[src/rtl/pc_fetch_ctrl_pkg.sv]
// Shared fetch definitions: FSM state encodings, NOP constant and widths,
// reused by fetch, decode and hazard logic.
package pc_fetch_ctrl_pkg;

    typedef enum logic [1:0] {
        ST_IDLE  = 2'd0,
        ST_FETCH = 2'd1,
        ST_HOLD  = 2'd2,
        ST_KILL  = 2'd3
    } fetch_state_e;

    localparam int XLEN = 32;
    localparam int ILEN = 32;

    localparam logic [ILEN-1:0] NOP_INSTR_C = 32'h0000_0013;
    localparam logic [XLEN-1:0] PC_STEP     = 32'd4;

    function automatic logic [XLEN-1:0] align_pc(input logic [XLEN-1:0] a);
        return a & ~32'h0000_0003;
    endfunction

endpackage

[src/rtl/fetch_skid_buf.sv]
// One-entry pc/instruction holding buffer used when decode stalls
// on the same cycle a fetch response returns.
module fetch_skid_buf
    import pc_fetch_ctrl_pkg::*;
#(
    parameter logic [ILEN-1:0] NOP_INSTR = NOP_INSTR_C
) (
    input  logic            clk_i,
    input  logic            rst_n_i,
    input  logic            i_load,
    input  logic            i_drain,
    input  logic            i_clear,
    input  logic [XLEN-1:0] i_pc,
    input  logic [ILEN-1:0] i_instr,
    output logic            o_full,
    output logic [XLEN-1:0] o_pc,
    output logic [ILEN-1:0] o_instr
);

    logic            r_full;
    logic [XLEN-1:0] r_pc;
    logic [ILEN-1:0] r_instr;

    always_ff @(posedge clk_i or negedge rst_n_i) begin
        if (!rst_n_i) begin
            r_full  <= 1'b0;
            r_pc    <= '0;
            r_instr <= NOP_INSTR;
        end else if (i_clear) begin
            r_full  <= 1'b0;
        end else if (i_load) begin
            r_full  <= 1'b1;
            r_pc    <= i_pc;
            r_instr <= i_instr;
        end else if (i_drain) begin
            r_full  <= 1'b0;
        end
    end

    assign o_full  = r_full;
    assign o_pc    = r_pc;
    assign o_instr = r_instr;

endmodule

[src/rtl/pc_fetch_ctrl.sv]
// RV32 instruction-fetch sequencer: PC, I-cache handshake, IF/ID register.
// Define PC_FETCH_PERF_EN to add the fetch/kill performance counters.
module pc_fetch_ctrl
    import pc_fetch_ctrl_pkg::*;
#(
    parameter logic [XLEN-1:0] RESET_PC  = 32'h0000_0000,
    parameter logic [ILEN-1:0] NOP_INSTR = NOP_INSTR_C
`ifdef PC_FETCH_PERF_EN
    ,
    parameter int PERF_W = 32
`endif
) (
    input  logic            clk_i,
    input  logic            rst_n_i,
    input  logic            stall_i,
    input  logic            redirect_i,
    input  logic [XLEN-1:0] redirect_pc_i,
    output logic            mem_read_o,
    output logic [XLEN-1:0] mem_addr_o,
    input  logic            mem_stall_i,
    input  logic [ILEN-1:0] mem_rdata_i,
    output logic            if_valid_o,
    output logic [XLEN-1:0] if_pc_o,
    output logic [ILEN-1:0] if_instr_o
`ifdef PC_FETCH_PERF_EN
    ,
    output logic [PERF_W-1:0] perf_fetch_o,
    output logic [PERF_W-1:0] perf_kill_o
`endif
);

    fetch_state_e    r_state;
    fetch_state_e    w_next;
    logic [XLEN-1:0] r_pc;
    logic [XLEN-1:0] r_pend;
    logic            r_if_valid;
    logic [XLEN-1:0] r_if_pc;
    logic [ILEN-1:0] r_if_instr;

    logic [XLEN-1:0] w_target;
    logic            w_read;
    logic            w_ifid_mem;
    logic            w_ifid_skid;
    logic            w_ifid_bubble;
    logic            w_skid_load;
    logic            w_skid_drain;
    logic            w_pc_inc;
    logic            w_pc_redir;
    logic            w_pc_pend;
    logic            w_pend_load;
    logic            w_kill;

    logic            w_skid_full;
    logic [XLEN-1:0] w_skid_pc;
    logic [ILEN-1:0] w_skid_instr;

    assign w_target = align_pc(redirect_pc_i);

    always_ff @(posedge clk_i or negedge rst_n_i) begin
        if (!rst_n_i) r_state <= ST_IDLE;
        else          r_state <= w_next;
    end

    always_comb begin
        w_next = r_state;
        unique case (r_state)
            ST_IDLE:  w_next = ST_FETCH;
            ST_FETCH: begin
                if (redirect_i)
                    w_next = mem_stall_i ? ST_KILL : ST_FETCH;
                else if (!mem_stall_i && stall_i)
                    w_next = ST_HOLD;
            end
            ST_HOLD:  if (redirect_i || !stall_i) w_next = ST_FETCH;
            ST_KILL:  if (!mem_stall_i) w_next = ST_FETCH;
        endcase
    end

    always_comb begin
        w_read        = 1'b0;
        w_ifid_mem    = 1'b0;
        w_ifid_skid   = 1'b0;
        w_ifid_bubble = 1'b0;
        w_skid_load   = 1'b0;
        w_skid_drain  = 1'b0;
        w_pc_inc      = 1'b0;
        w_pc_redir    = 1'b0;
        w_pc_pend     = 1'b0;
        w_pend_load   = 1'b0;
        w_kill        = 1'b0;
        unique case (r_state)
            ST_IDLE: w_pc_redir = redirect_i;
            ST_FETCH: begin
                w_read = 1'b1;
                if (redirect_i) begin
                    w_ifid_bubble = 1'b1;
                    w_pend_load   = mem_stall_i;
                    w_pc_redir    = !mem_stall_i;
                    w_kill        = !mem_stall_i;
                end else if (!mem_stall_i) begin
                    w_pc_inc    = 1'b1;
                    w_skid_load = stall_i;
                    w_ifid_mem  = !stall_i;
                end else begin
                    w_ifid_bubble = !stall_i;
                end
            end
            ST_HOLD: begin
                if (redirect_i) begin
                    w_ifid_bubble = 1'b1;
                    w_pc_redir    = 1'b1;
                end else if (!stall_i && w_skid_full) begin
                    w_ifid_skid  = 1'b1;
                    w_skid_drain = 1'b1;
                end
            end
            ST_KILL: begin
                w_read        = 1'b1;
                w_ifid_bubble = redirect_i || !stall_i;
                w_pend_load   = redirect_i && mem_stall_i;
                w_pc_redir    = redirect_i && !mem_stall_i;
                w_pc_pend     = !redirect_i && !mem_stall_i;
                w_kill        = !mem_stall_i;
            end
        endcase
    end

    // The address only moves on an accepted response or a redirect,
    // so it stays stable across cache stalls and the KILL drain.
    always_ff @(posedge clk_i or negedge rst_n_i) begin
        if (!rst_n_i) begin
            r_pc   <= RESET_PC;
            r_pend <= RESET_PC;
        end else begin
            if (w_pc_redir)     r_pc <= w_target;
            else if (w_pc_pend) r_pc <= r_pend;
            else if (w_pc_inc)  r_pc <= r_pc + PC_STEP;
            if (w_pend_load)    r_pend <= w_target;
        end
    end

    always_ff @(posedge clk_i or negedge rst_n_i) begin
        if (!rst_n_i) begin
            r_if_valid <= 1'b0;
            r_if_pc    <= '0;
            r_if_instr <= NOP_INSTR;
        end else if (w_ifid_mem) begin
            r_if_valid <= 1'b1;
            r_if_pc    <= r_pc;
            r_if_instr <= mem_rdata_i;
        end else if (w_ifid_skid) begin
            r_if_valid <= 1'b1;
            r_if_pc    <= w_skid_pc;
            r_if_instr <= w_skid_instr;
        end else if (w_ifid_bubble) begin
            r_if_valid <= 1'b0;
            r_if_pc    <= '0;
            r_if_instr <= NOP_INSTR;
        end
    end

    fetch_skid_buf #(
        .NOP_INSTR (NOP_INSTR)
    ) u_skid (
        .clk_i   (clk_i),
        .rst_n_i (rst_n_i),
        .i_load  (w_skid_load),
        .i_drain (w_skid_drain),
        .i_clear (redirect_i),
        .i_pc    (r_pc),
        .i_instr (mem_rdata_i),
        .o_full  (w_skid_full),
        .o_pc    (w_skid_pc),
        .o_instr (w_skid_instr)
    );

`ifdef PC_FETCH_PERF_EN
    logic [PERF_W-1:0] r_perf_fetch;
    logic [PERF_W-1:0] r_perf_kill;
    localparam logic [PERF_W-1:0] ONE = {{(PERF_W-1){1'b0}}, 1'b1};

    always_ff @(posedge clk_i or negedge rst_n_i) begin
        if (!rst_n_i) begin
            r_perf_fetch <= '0;
            r_perf_kill  <= '0;
        end else begin
            if (w_ifid_mem || w_ifid_skid) r_perf_fetch <= r_perf_fetch + ONE;
            if (w_kill)                    r_perf_kill  <= r_perf_kill + ONE;
        end
    end

    assign perf_fetch_o = r_perf_fetch;
    assign perf_kill_o  = r_perf_kill;
`endif

    assign mem_read_o = w_read;
    assign mem_addr_o = r_pc;
    assign if_valid_o = r_if_valid;
    assign if_pc_o    = r_if_pc;
    assign if_instr_o = r_if_instr;

endmodule

[config.mk]
export PLATFORM = sky130hd
export DESIGN_NAME = pc_fetch_ctrl
export DESIGN_NICKNAME = d
export VERILOG_FILES = /design/src/rtl/pc_fetch_ctrl_pkg.sv /design/src/rtl/fetch_skid_buf.sv /design/src/rtl/pc_fetch_ctrl.sv
export SDC_FILE = /design/constraint.sdc
export NUM_CORES = 1
export LEC_CHECK = 0
export CELL_PAD_IN_SITES_DETAIL_PLACEMENT = 1
export CELL_PAD_IN_SITES_GLOBAL_PLACEMENT = 2
export CORE_MARGIN = 3
export CORE_UTILIZATION = 31
export CTS_BUF_LIST = sky130_fd_sc_hd__clkbuf_4
export CTS_CLUSTER_DIAMETER = 60
export CTS_CLUSTER_SIZE = 40
export DETAILED_ROUTE_END_ITERATION = 8
export GPL_TIMING_DRIVEN = 0
export HOLD_SLACK_MARGIN = 0.15
export PLACE_DENSITY = 0.86
export SETUP_SLACK_MARGIN = 0.5
export SYNTH_ARGS = -nofsm -noshare
export SYNTH_HDL_FRONTEND = slang
export SYNTH_SLANG_ARGS = --single-unit
[constraint.sdc]
create_clock -name clk_i -period 1.76 [get_ports clk_i]
set_input_delay 0.352 -clock clk_i [delete_from_list [all_inputs] [get_ports clk_i]]
set_output_delay 0.352 -clock clk_i [all_outputs]
set_load 0.05 [all_outputs]
==> metrics.cfg, run 1 <==
[timing]
skew_ns = 0.0295
rsz0062_at_grt = yes
period_share_pct = 117
setup_violations = 111
final_hold_viol_count = 69
worst_pin_slew_ns = 0.618
fin_crit_ns = 2.05
slew_viol_final = 0
slew_headroom_pct = 58.8
setup_tns_ns = -8.58
setup_slack_ns = -0.293
max_freq_ghz = 0.487
hold-worst-slack_ns = -0.437

[hold_path]
hold_class = in -> async

[clocking]
clock_latency_ns = 0.65
clk_transition_reported_paths_ns = 0.21
htree_levels = 4
cts_tree = done
numCtsBuffers = 17
clock-sinks = 189
cts_root_buffer = clkbuf_4
cts.path.max_buffers = 2

[synth]
synth.cell_area_um2 = 9040
synth_edf_count = 0
syn_inst = 873
synth-seq-area-share_pct = 52.4
ys_ff_latch = 189
synth_area_per_cell_um2 = 10.4
synth_area_leader_cell = dfrtp_1
async_flop_share_pct = 100
ys.flop_type = dfrtp_1
synth_top_area_share_pct = 50.7
yosys_warnings = 0
yosys-top-cells-area = dfrtp_1 51%, mux2_2 12%, and3_1 5.3%
synth_cell_types = 65

[finish]
fin_nets = 1314
most-common-layout-cells = 156 x dfrtp_1, 127 x buf_6, 117 x buf_4
final-seq-area_um2 = 4770
post-route-cell-area_um2 = 16200
drive_above_1_share_pct = 61.4
multi_input_area_um2 = 5580
fillers = 2823
syn2layout_area_growth_pct = 78.9
final_common_cell = dfrtp_1

[place]
pre_cts_ws_ns = -1.00
port_buffers = 162
place_area_um2 = 12000
dp_hpwl_um = 21600
gp_congestion = 0.800

[floorplan]
ios = 167
core_um2 = 28200
rows = 61
initial_core_util_pct = 32.0
die_y_um = 177
die_w_um = 177
die-area_um2 = 31200

[setup_path]
critPathSlowestCell = or4_4
worst-path-max-fanout = 9
crit_path_max_incr_delay_ns = 0.48
critPathLaunchType = flip-flop
critical_path_arrival_ns = 2.61
endpoint_kind = flip-flop
required_ns = 2.32
crit_chain = ha_4, nand4_1, or4_4, buf_12, nor3b_4, xnor2_2, a211oi_2
path_class = reg -> reg
r2r_cells = 7

[grt]
grt_pass1_vias = 9128
grt_remaining_overflow = 0
grt_use_total_pct = 23.1
antenna_found_initial = 2
grt_pass1_wl_um = 55600
grt_max_degree = 74

[flow_run]
cap_violations = 0

[detailed_routing]
wirelength_um = 41500
drc_errors = 0
ant_nets = 0
via_per_inst = 5.48
firstDrtPassIters = 5
wire_per_inst_um = 25.4
route.vias.total = 8964
initialDrtViolationCount = 534

[power]
powerDensity_nw_per_um2 = 890
power_uw = 14400
power_leakage_uw = 0.00743
peakVddDrop_mv = 0.536

[outcome]
status = finished, violations left
violations = hold timing, setup timing

==> area by class of cell <==
| class | count | share of cell area, % |
|---|---|---|
| Multi-Input combinational cell | 600 | 34.5 |
| Sequential cell | 189 | 29.5 |
| Timing Repair Buffer | 350 | 23.5 |
| Buffer | 80 | 7.54 |
| Tap cell | 378 | 2.92 |
| Clock inverter | 14 | 1.07 |
| Clock buffer | 17 | 0.789 |
| Inverter | 6 | 0.162 |
| Antenna cell | 2 | 0.0309 |
==> state kept, by name, indices dropped and copies added, names as in the netlist <==
name	count
if_pc_o	31
r_state	2
u_skid.o_full	1
u_skid.o_pc	30
r_pend	30
if_instr_o	32
mem_addr_o	30
u_skid.o_instr	32
if_valid_o	1
==> routing by layer <==
metal | up-vias | part of all wire [%] | global-route usage (%)
met2 | 364 | 51 | 39.9
met1 | 4624 | 40 | 30.1
met5 | - | 0.046 | 0
met4 | 2 | 2.6 | 5.04
li1 | 3887 | - | -
met3 | 87 | 6.0 | 4.78
==> Yosys cell counts (4+ instances only) <==
cell type,instances
nand3_1,14
mux2i_1,4
and3_1,76
nor2_1,19
dfrtp_1,183
dfstp_2,6
mux2_2,100
nor3_1,14
o22ai_1,13
a31oi_1,4
nand3b_1,5
inv_1,5
a211oi_1,4
buf_1,4
nor2b_1,4
a21oi_1,80
clkbuf_1,60
xor2_1,7
o21ai_1,5
nand2_1,91
nor4_1,4
buf_2,11
o21ai_0,81
a221oi_1,11
nand4_1,6
xnor2_1,13
==> power by group <==
part           switching, uW  internal [uW]
Clock                   1890            779
Combinational           2790           2860
Sequential               838           5230
==> stage by stage <==
| stage | std cells | utilization (%) |
|---|---|---|
| 2_1_floorplan | 874 | - |
| 3_3_place_gp | 1414 | 42.1 |
| 3_5_place_dp | 1416 | 42.3 |
| 4_1_cts | 1558 | 52.2 |
| 5_1_grt | 1635 | 57.3 |
| 6_report | 1636 | 57.3 |
==> cell families (layout without fill, tap and decap cells) <==
kind of cell / count (synthesis) / after routing / synth area share (%)
compound gates: 221 / 222 / 14.0
xor+xnor: 20 / 20 / 1.94
fa+ha+maj: 1 / 1 / 0.138
buf+inv: 86 / 467 / 3.94
flops: 189 / 189 / 52.4
mux: 104 / 104 / 12.9
other cells: 1 / 4 / 0.0415
simple gates: 251 / 251 / 14.7
==> final timing paths <==
check,start,end,slack [ns]
setup / recovery,mem_addr_o[2]$_DFFE_PN0P_,mem_addr_o[30]$_DFFE_PN0P_,-0.29
hold / removal,rst_n_i,if_instr_o[25]$_DFFE_PN0P_,-0.44
setup reg to reg,mem_addr_o[2]$_DFFE_PN0P_,mem_addr_o[30]$_DFFE_PN0P_,-0.29
hold reg to reg,r_pend[21]$_DFFE_PN0P_,r_pend[21]$_DFFE_PN0P_,0.54
max in group asynchronous,rst_n_i,r_state[0]$_DFFE_PN0P_,1.05
min in group clk_i,mem_rdata_i[1],if_instr_o[1]$_DFFE_PN1P_,0.26
==> repair_timing <==
item / CTS / global route
gates resized for setup: 996 / 220
pin swaps: 103 / 80
setup endpoints to repair: 285 / 285
hold endpoints to repair: 114 / 114
gates cloned: 15 / 14
buffers inserted: 96 / 62
==> worst max-delay path, delay by kind of cell (launching register included) <==
kind	cells	cell delay, ns
buffers and inverters	1	0.17
DFF	1	0.47
and+or+nand+nor	3	0.88
xor gates and xnor gates	1	0.10
adders and majority gates	1	0.16
AOI/OAI and AO/OA	1	0.21
(Power assumes the default switching activity.)
==> inputs of run 2 (changes only) <==
- CORE_MARGIN: 3 -> 1
- clock period: 1.76 -> 1.78 ns (I/O delays scaled with it)
==> metrics.cfg, run 2 (same netlist as run 1, synthesis figures left out) <==
[outcome]
status = finished, violations left
violations = hold timing, setup timing

[clocking]
clk_transition_reported_paths_ns = 0.17  ; -0.04 ns
clock_latency_ns = 0.61  ; -0.04 ns
cts.path.max_buffers = 2  ; unchanged
cts_root_buffer = clkbuf_4
htree_levels = 4  ; unchanged
cts_tree = done
numCtsBuffers = 17  ; unchanged
clock-sinks = 189  ; unchanged

[detailed_routing]
ant_nets = 0  ; unchanged
wire_per_inst_um = 23.8  ; -6.2%
via_per_inst = 5.46  ; -0.30%
firstDrtPassIters = 5  ; unchanged
wirelength_um = 37800  ; -8.9%
drc_errors = 0  ; unchanged
route.vias.total = 8680  ; -3.2%
initialDrtViolationCount = 620  ; +16%

[floorplan]
ios = 167  ; unchanged
die-area_um2 = 29900  ; -4.5%
rows = 62  ; +1.6%
initial_core_util_pct = 31.5  ; -0.52 points
die_w_um = 173  ; -2.3%
core_um2 = 28700  ; +1.6%
die_y_um = 173  ; -2.3%

[power]
powerDensity_nw_per_um2 = 893  ; +0.31%
power_leakage_uw = 0.00736  ; -0.93%
clkPwrFrac_pct = 18.9  ; +0.4 points
peakVddDrop_mv = 0.367  ; -32%
swShare_pct = 36.7  ; -1.7 points
intPower_uw = 8820  ; -0.58%
switching_power_uw = 5120  ; -7.4%
p_comb_share_pct = 38.4  ; -0.9 points
seq_power_share_pct = 42.7  ; +0.5 points

[timing]
setup_violations = 79  ; -29%
setup_slack_ns = -0.320  ; -0.0264 ns
skew_ns = 0.0231  ; -0.00638 ns
hold-worst-slack_ns = -0.319  ; +0.118 ns
max_freq_ghz = 0.476  ; -2.2%
slew_viol_final = 0  ; unchanged
final_hold_viol_count = 74  ; +7.2%
worst_pin_slew_ns = 0.676  ; +0.0585 ns
period_share_pct = 118  ; +1.3 points
rsz0062_at_grt = yes
slew_headroom_pct = 54.9  ; -3.9 points
fin_crit_ns = 2.10  ; +0.0464 ns

[setup_path]
reg2reg_to = mem_addr_o[30]$_DFFE_PN0P_
reg2reg_slack_ns = -0.32  ; -0.03 ns
critPathLaunchType = flip-flop
path_class = reg -> reg
r2r_start = mem_addr_o[2]$_DFFE_PN0P_
crit_start = mem_addr_o[2]$_DFFE_PN0P_
critical_path_arrival_ns = 2.61  ; about the same
r2r_cells = 7  ; unchanged
required_ns = 2.29  ; -0.03 ns
endpoint_kind = flip-flop
worst-path-max-fanout = 5  ; -4

[place]
gp_congestion = 0.794  ; -0.80%
port_buffers = 162  ; unchanged
pre_cts_ws_ns = -0.991  ; +0.0121 ns
dp_cells = 1421  ; +0.35%
dp_hpwl_um = 21200  ; -2.1%

[grt]
antenna_found_initial = 1  ; -1
grt_use_total_pct = 21.8  ; -1.4 points
grt_pass1_wl_um = 50800  ; -8.7%
grt_remaining_overflow = 0  ; unchanged
grt_max_degree = 116  ; +57%
grt_pass1_vias = 8472  ; -7.2%

[finish]
final_cells = 1589  ; -2.9%
final_common_cell = dfrtp_1
syn2layout_area_growth_pct = 72.6
fin_nets = 1262  ; -4.0%
drive_above_1_share_pct = 58.4  ; -3.0 points
most-common-layout-cells = 157 x dfrtp_1, 108 x buf_6, 91 x mux2_4

[hold_path]
hold_class = in -> async

[flow_run]
cap_violations = 0  ; unchanged

-- run 2: cell types whose count changed in the layout (fill, tap and decap cells not counted), sizes merged --
cell | previous run | this run
diode | 2 | 1
bufinv | 1 | 3
dlymetal6s2s | 1 | 0
dlygate4sd2 | 2 | 1
clkinvlp | 2 | 3
inv | 11 | 8
buf | 309 | 260
clkbuf | 72 | 70
clkinv | 6 | 5
clkdlybuf4s50 | 62 | 64
-- run 2: how the worst max path moves through the flow --
stage / to / depth (start not counted)
after floorplan: mem_addr_o[27]$_DFFE_PN0P_ / 7
after global placement: mem_addr_o[25]$_DFFE_PN0P_ / 1
after CTS: mem_addr_o[30]$_DFFE_PN0P_ / 7
after global routing: mem_addr_o[30]$_DFFE_PN0P_ / 7
after detailed placement: if_instr_o[26]$_DFFE_PN0P_ / 8
final: mem_addr_o[30]$_DFFE_PN0P_ / 7
-- run 2: metrics by stage --
stage	total power (uW)	cell area (um^2)	util, %	TNS (ns)
after detailed placement	9600	11900	41.6	-104.31
final	13900	15600	54.4	-6.00
after global routing	14500	15600	54.4	-8.45
after global placement	9450	11900	41.5	-1595.78
after CTS	12800	13500	46.9	-3.85
after floorplan	8170	9800	-	-2.89
-- run 2: routing by layer --
| metal | global-route usage, % | part of all wire, % | up-vias |
|---|---|---|---|
| met5 | 0 | 0 | - |
| met2 | 36.2 | 50 | 293 |
| met4 | 5.16 | 2.4 | 0 |
| met3 | 3.14 | 4.7 | 70 |
| met1 | 29.8 | 43 | 4524 |
| li1 | - | - | 3793 |
-- run 2: area by class of cell --
type                            count  area, um^2
Buffer                             80        1160
Sequential cell                   189        4770
Antenna cell                        1        2.50
Inverter                            6        22.5
Multi-Input combinational cell    600        5540
Clock inverter                     13         165
Clock buffer                       18         135
Fill cell                        2899       13100
Tap cell                          384         480
Timing Repair Buffer              298        3330
-- run 2: power by group through the flow --
stage	combinational, uW	clock, uW	sequential, uW
2_1_floorplan	1690	0	6480
3_3_place_gp	3590	0	5860
3_5_place_dp	3700	0	5900
4_1_cts	4370	2650	5800
5_1_grt	5610	2820	6030
6_report	5350	2630	5960
-- run 2: timing repair --
| item | CTS | global route |
|---|---|---|
| endpoints found under the setup margin | 285 | 285 |
| setup buffers | 55 | 51 |
| resized for setup | 847 | 344 |
| pin swaps | 33 | 50 |
| hold endpoints to repair | 74 | 74 |
| cloned | 2 | 28 |
-- run 2: worst max-delay path, stage by stage (launching register included) --
cell and delay [ns]:
dfrtp_2 0.46, ha_4 0.16, nand4_1 0.21, or4_4 0.55
buf_12 0.18, nor3b_4 0.19, xnor2_1 0.16, a211oi_2 0.09
==> inputs of run 3 (changes only) <==
- REMOVE_ABC_BUFFERS: default -> 1
==> metrics.cfg, run 3 (same netlist as run 1, synthesis figures left out) <==
[finish]
final_common_cell = dfrtp_1
syn2layout_area_growth_pct = 85.2
most-common-layout-cells = 152 x dfrtp_1, 129 x buf_6, 113 x buf_4
post-route-cell-area_um2 = 16700  ; +7.3%
final-seq-area_um2 = 4780  ; +0.24%
fin_nets = 1314  ; +4.1%
fillers = 2834  ; -2.2%
final_cells = 1643  ; +3.4%
drive_above_1_share_pct = 63.5  ; +5.1 points
multi_input_area_um2 = 5810  ; +4.9%

[grt]
grt_max_degree = 101  ; -13%
antenna_found_initial = 2  ; +1
grt_use_total_pct = 28.9  ; +7.1 points
grt_remaining_overflow = 0  ; unchanged
grt_pass1_wl_um = 64100  ; +26%
grt_pass1_vias = 9712  ; +15%

[timing]
worst_pin_slew_ns = 0.864  ; +0.188 ns
skew_ns = 0.0434  ; +0.0203 ns
fin_crit_ns = 2.23  ; +0.135 ns
rsz0062_at_grt = yes
setup_slack_ns = -0.454  ; -0.135 ns
setup_tns_ns = -24.05  ; -18.04 ns
slew_headroom_pct = 42.4  ; -13 points
setup_violations = 156  ; +97%
max_freq_ghz = 0.448  ; -6.0%
final_hold_viol_count = 99  ; +34%
hold-worst-slack_ns = -0.237  ; +0.0818 ns
period_share_pct = 126  ; +7.6 points
slew_viol_final = 0  ; unchanged

[clocking]
htree_levels = 4  ; unchanged
cts.path.max_buffers = 2  ; unchanged
clk_transition_reported_paths_ns = 0.21  ; +0.04 ns
numCtsBuffers = 17  ; unchanged
cts_root_buffer = clkbuf_4
clock-sinks = 189  ; unchanged
clock_latency_ns = 0.63  ; +0.02 ns
cts_tree = done

[place]
dp_hpwl_um = 17100  ; -19%
gp_congestion = 0.703  ; -11%
dp_cells = 1350  ; -5.0%
port_buffers = 162  ; unchanged
pre_cts_ws_ns = -2.31  ; -1.32 ns
place_area_um2 = 11100  ; -7.1%

[power]
peakVddDrop_mv = 0.535  ; +46%
power_leakage_uw = 0.00756  ; +2.8%
powerDensity_nw_per_um2 = 886  ; -0.78%
power_uw = 14800  ; +6.5%

[detailed_routing]
wirelength_um = 48600  ; +29%
ant_nets = 0  ; unchanged
initialDrtViolationCount = 704  ; +14%
route.vias.total = 9484  ; +9.3%
firstDrtPassIters = 5  ; unchanged
via_per_inst = 5.77  ; +5.7%
drc_errors = 0  ; unchanged
wire_per_inst_um = 29.6  ; +24%

[setup_path]
required_ns = 2.30  ; about the same
worst-path-max-fanout = 7  ; +2
crit_path_max_incr_delay_ns = 0.59  ; +0.04 ns
critical_path_arrival_ns = 2.75  ; +0.14 ns
r2r_cells = 7  ; unchanged
endpoint_kind = flip-flop
path_class = reg -> reg
crit_chain = ha_4, nand4_1, or4_4, buf_4, nor3_4, xnor2_1, o21ai_1
critPathLaunchType = flip-flop
critPathSlowestCell = or4_4

[floorplan]
die_w_um = 173  ; unchanged
ios = 167  ; unchanged
initial_core_util_pct = 31.5  ; unchanged
die-area_um2 = 29900  ; unchanged
rows = 62  ; unchanged
core_um2 = 28700  ; unchanged
die_y_um = 173  ; unchanged

[outcome]
violations = hold timing, setup timing
status = finished, violations left

[hold_path]
hold_class = in -> async

[flow_run]
cap_violations = 0  ; unchanged

## run 3: changes by cell type in the layout (fill, tap and decap cells not counted), sizes merged, moves of 2 or more
cell           previous run  this run
clkinvlp                  3         1
inv                       8        12
buf                     260       352
clkdlybuf4s50            64        62
nand3                    14        17
and3                     77        80
clkbuf                   70        26
## run 3: metal layers
metal / global-route usage (%) / vias up / share of wire [%]
li1: - / 3918 / -
met1: 36.2 / 4933 / 39
met2: 48.9 / 486 / 50
met3: 5.98 / 147 / 6.2
met4: 11.1 / 0 / 4.5
met5: 0 / - / 0
## run 3: where the power goes
part           internal (uW)  switching [uW]  leakage, uW  total, uW
sequential              5180             907      0.00232       6090
combinational           3010            2910      0.00507       5930
clock                   1020            1800     0.000168       2820
total                   9220            5620      0.00756      14800
## run 3: area by class of cell
cell class	count	share of cell area (%)
Clock buffer	18	0.807
Sequential cell	189	28.5
Tap cell	384	2.87
Multi-Input combinational cell	607	34.7
Timing Repair Buffer	423	31.9
Inverter	6	0.142
Clock inverter	14	1.07
Antenna cell	2	0.0299
## run 3: timing repair
action	4_1_cts	5_1_grt
cloned	35	10
buffers inserted	135	79
hold endpoints to repair	99	99
endpoints found under the setup margin	285	285
pin swaps	100	83
gates resized for setup	1075	265
## run 3: path summary, 6_finish.rpt
check	startpoint	to	slack [ns]
min in group clk_i	redirect_i	u_skid.o_full$_DFFE_PN0P_	0.24
max in group asynchronous	rst_n_i	mem_addr_o[22]$_DFFE_PN0P_	1.03
hold reg to reg	r_pend[9]$_DFFE_PN0P_	r_pend[9]$_DFFE_PN0P_	0.54
setup reg to reg	mem_addr_o[3]$_DFFE_PN0P_	mem_addr_o[22]$_DFFE_PN0P_	-0.45
hold / removal	rst_n_i	if_instr_o[10]$_DFFE_PN0P_	-0.24
setup / recovery	mem_addr_o[3]$_DFFE_PN0P_	mem_addr_o[22]$_DFFE_PN0P_	-0.45
## run 3: through the flow
step | utilization [%] | hold WS, ns
floorplan | - | 0.0604
global placement | 37.7 | 0.463
detailed placement | 38.6 | 0.475
CTS | 51.7 | -0.231
global route | 58.4 | -0.231
finish | 58.4 | -0.237
## run 3: worst max-delay path, delay by kind of cell (launching register included)
kind	cells	cell delay [ns]
AND/OR/NAND/NOR	3	0.94
flip-flops	1	0.48
AO/OA/AOI/OAI	1	0.22
buffers and inverters	1	0.20
adder cells (fa/ha/maj)	1	0.16
XOR/XNOR	1	0.11
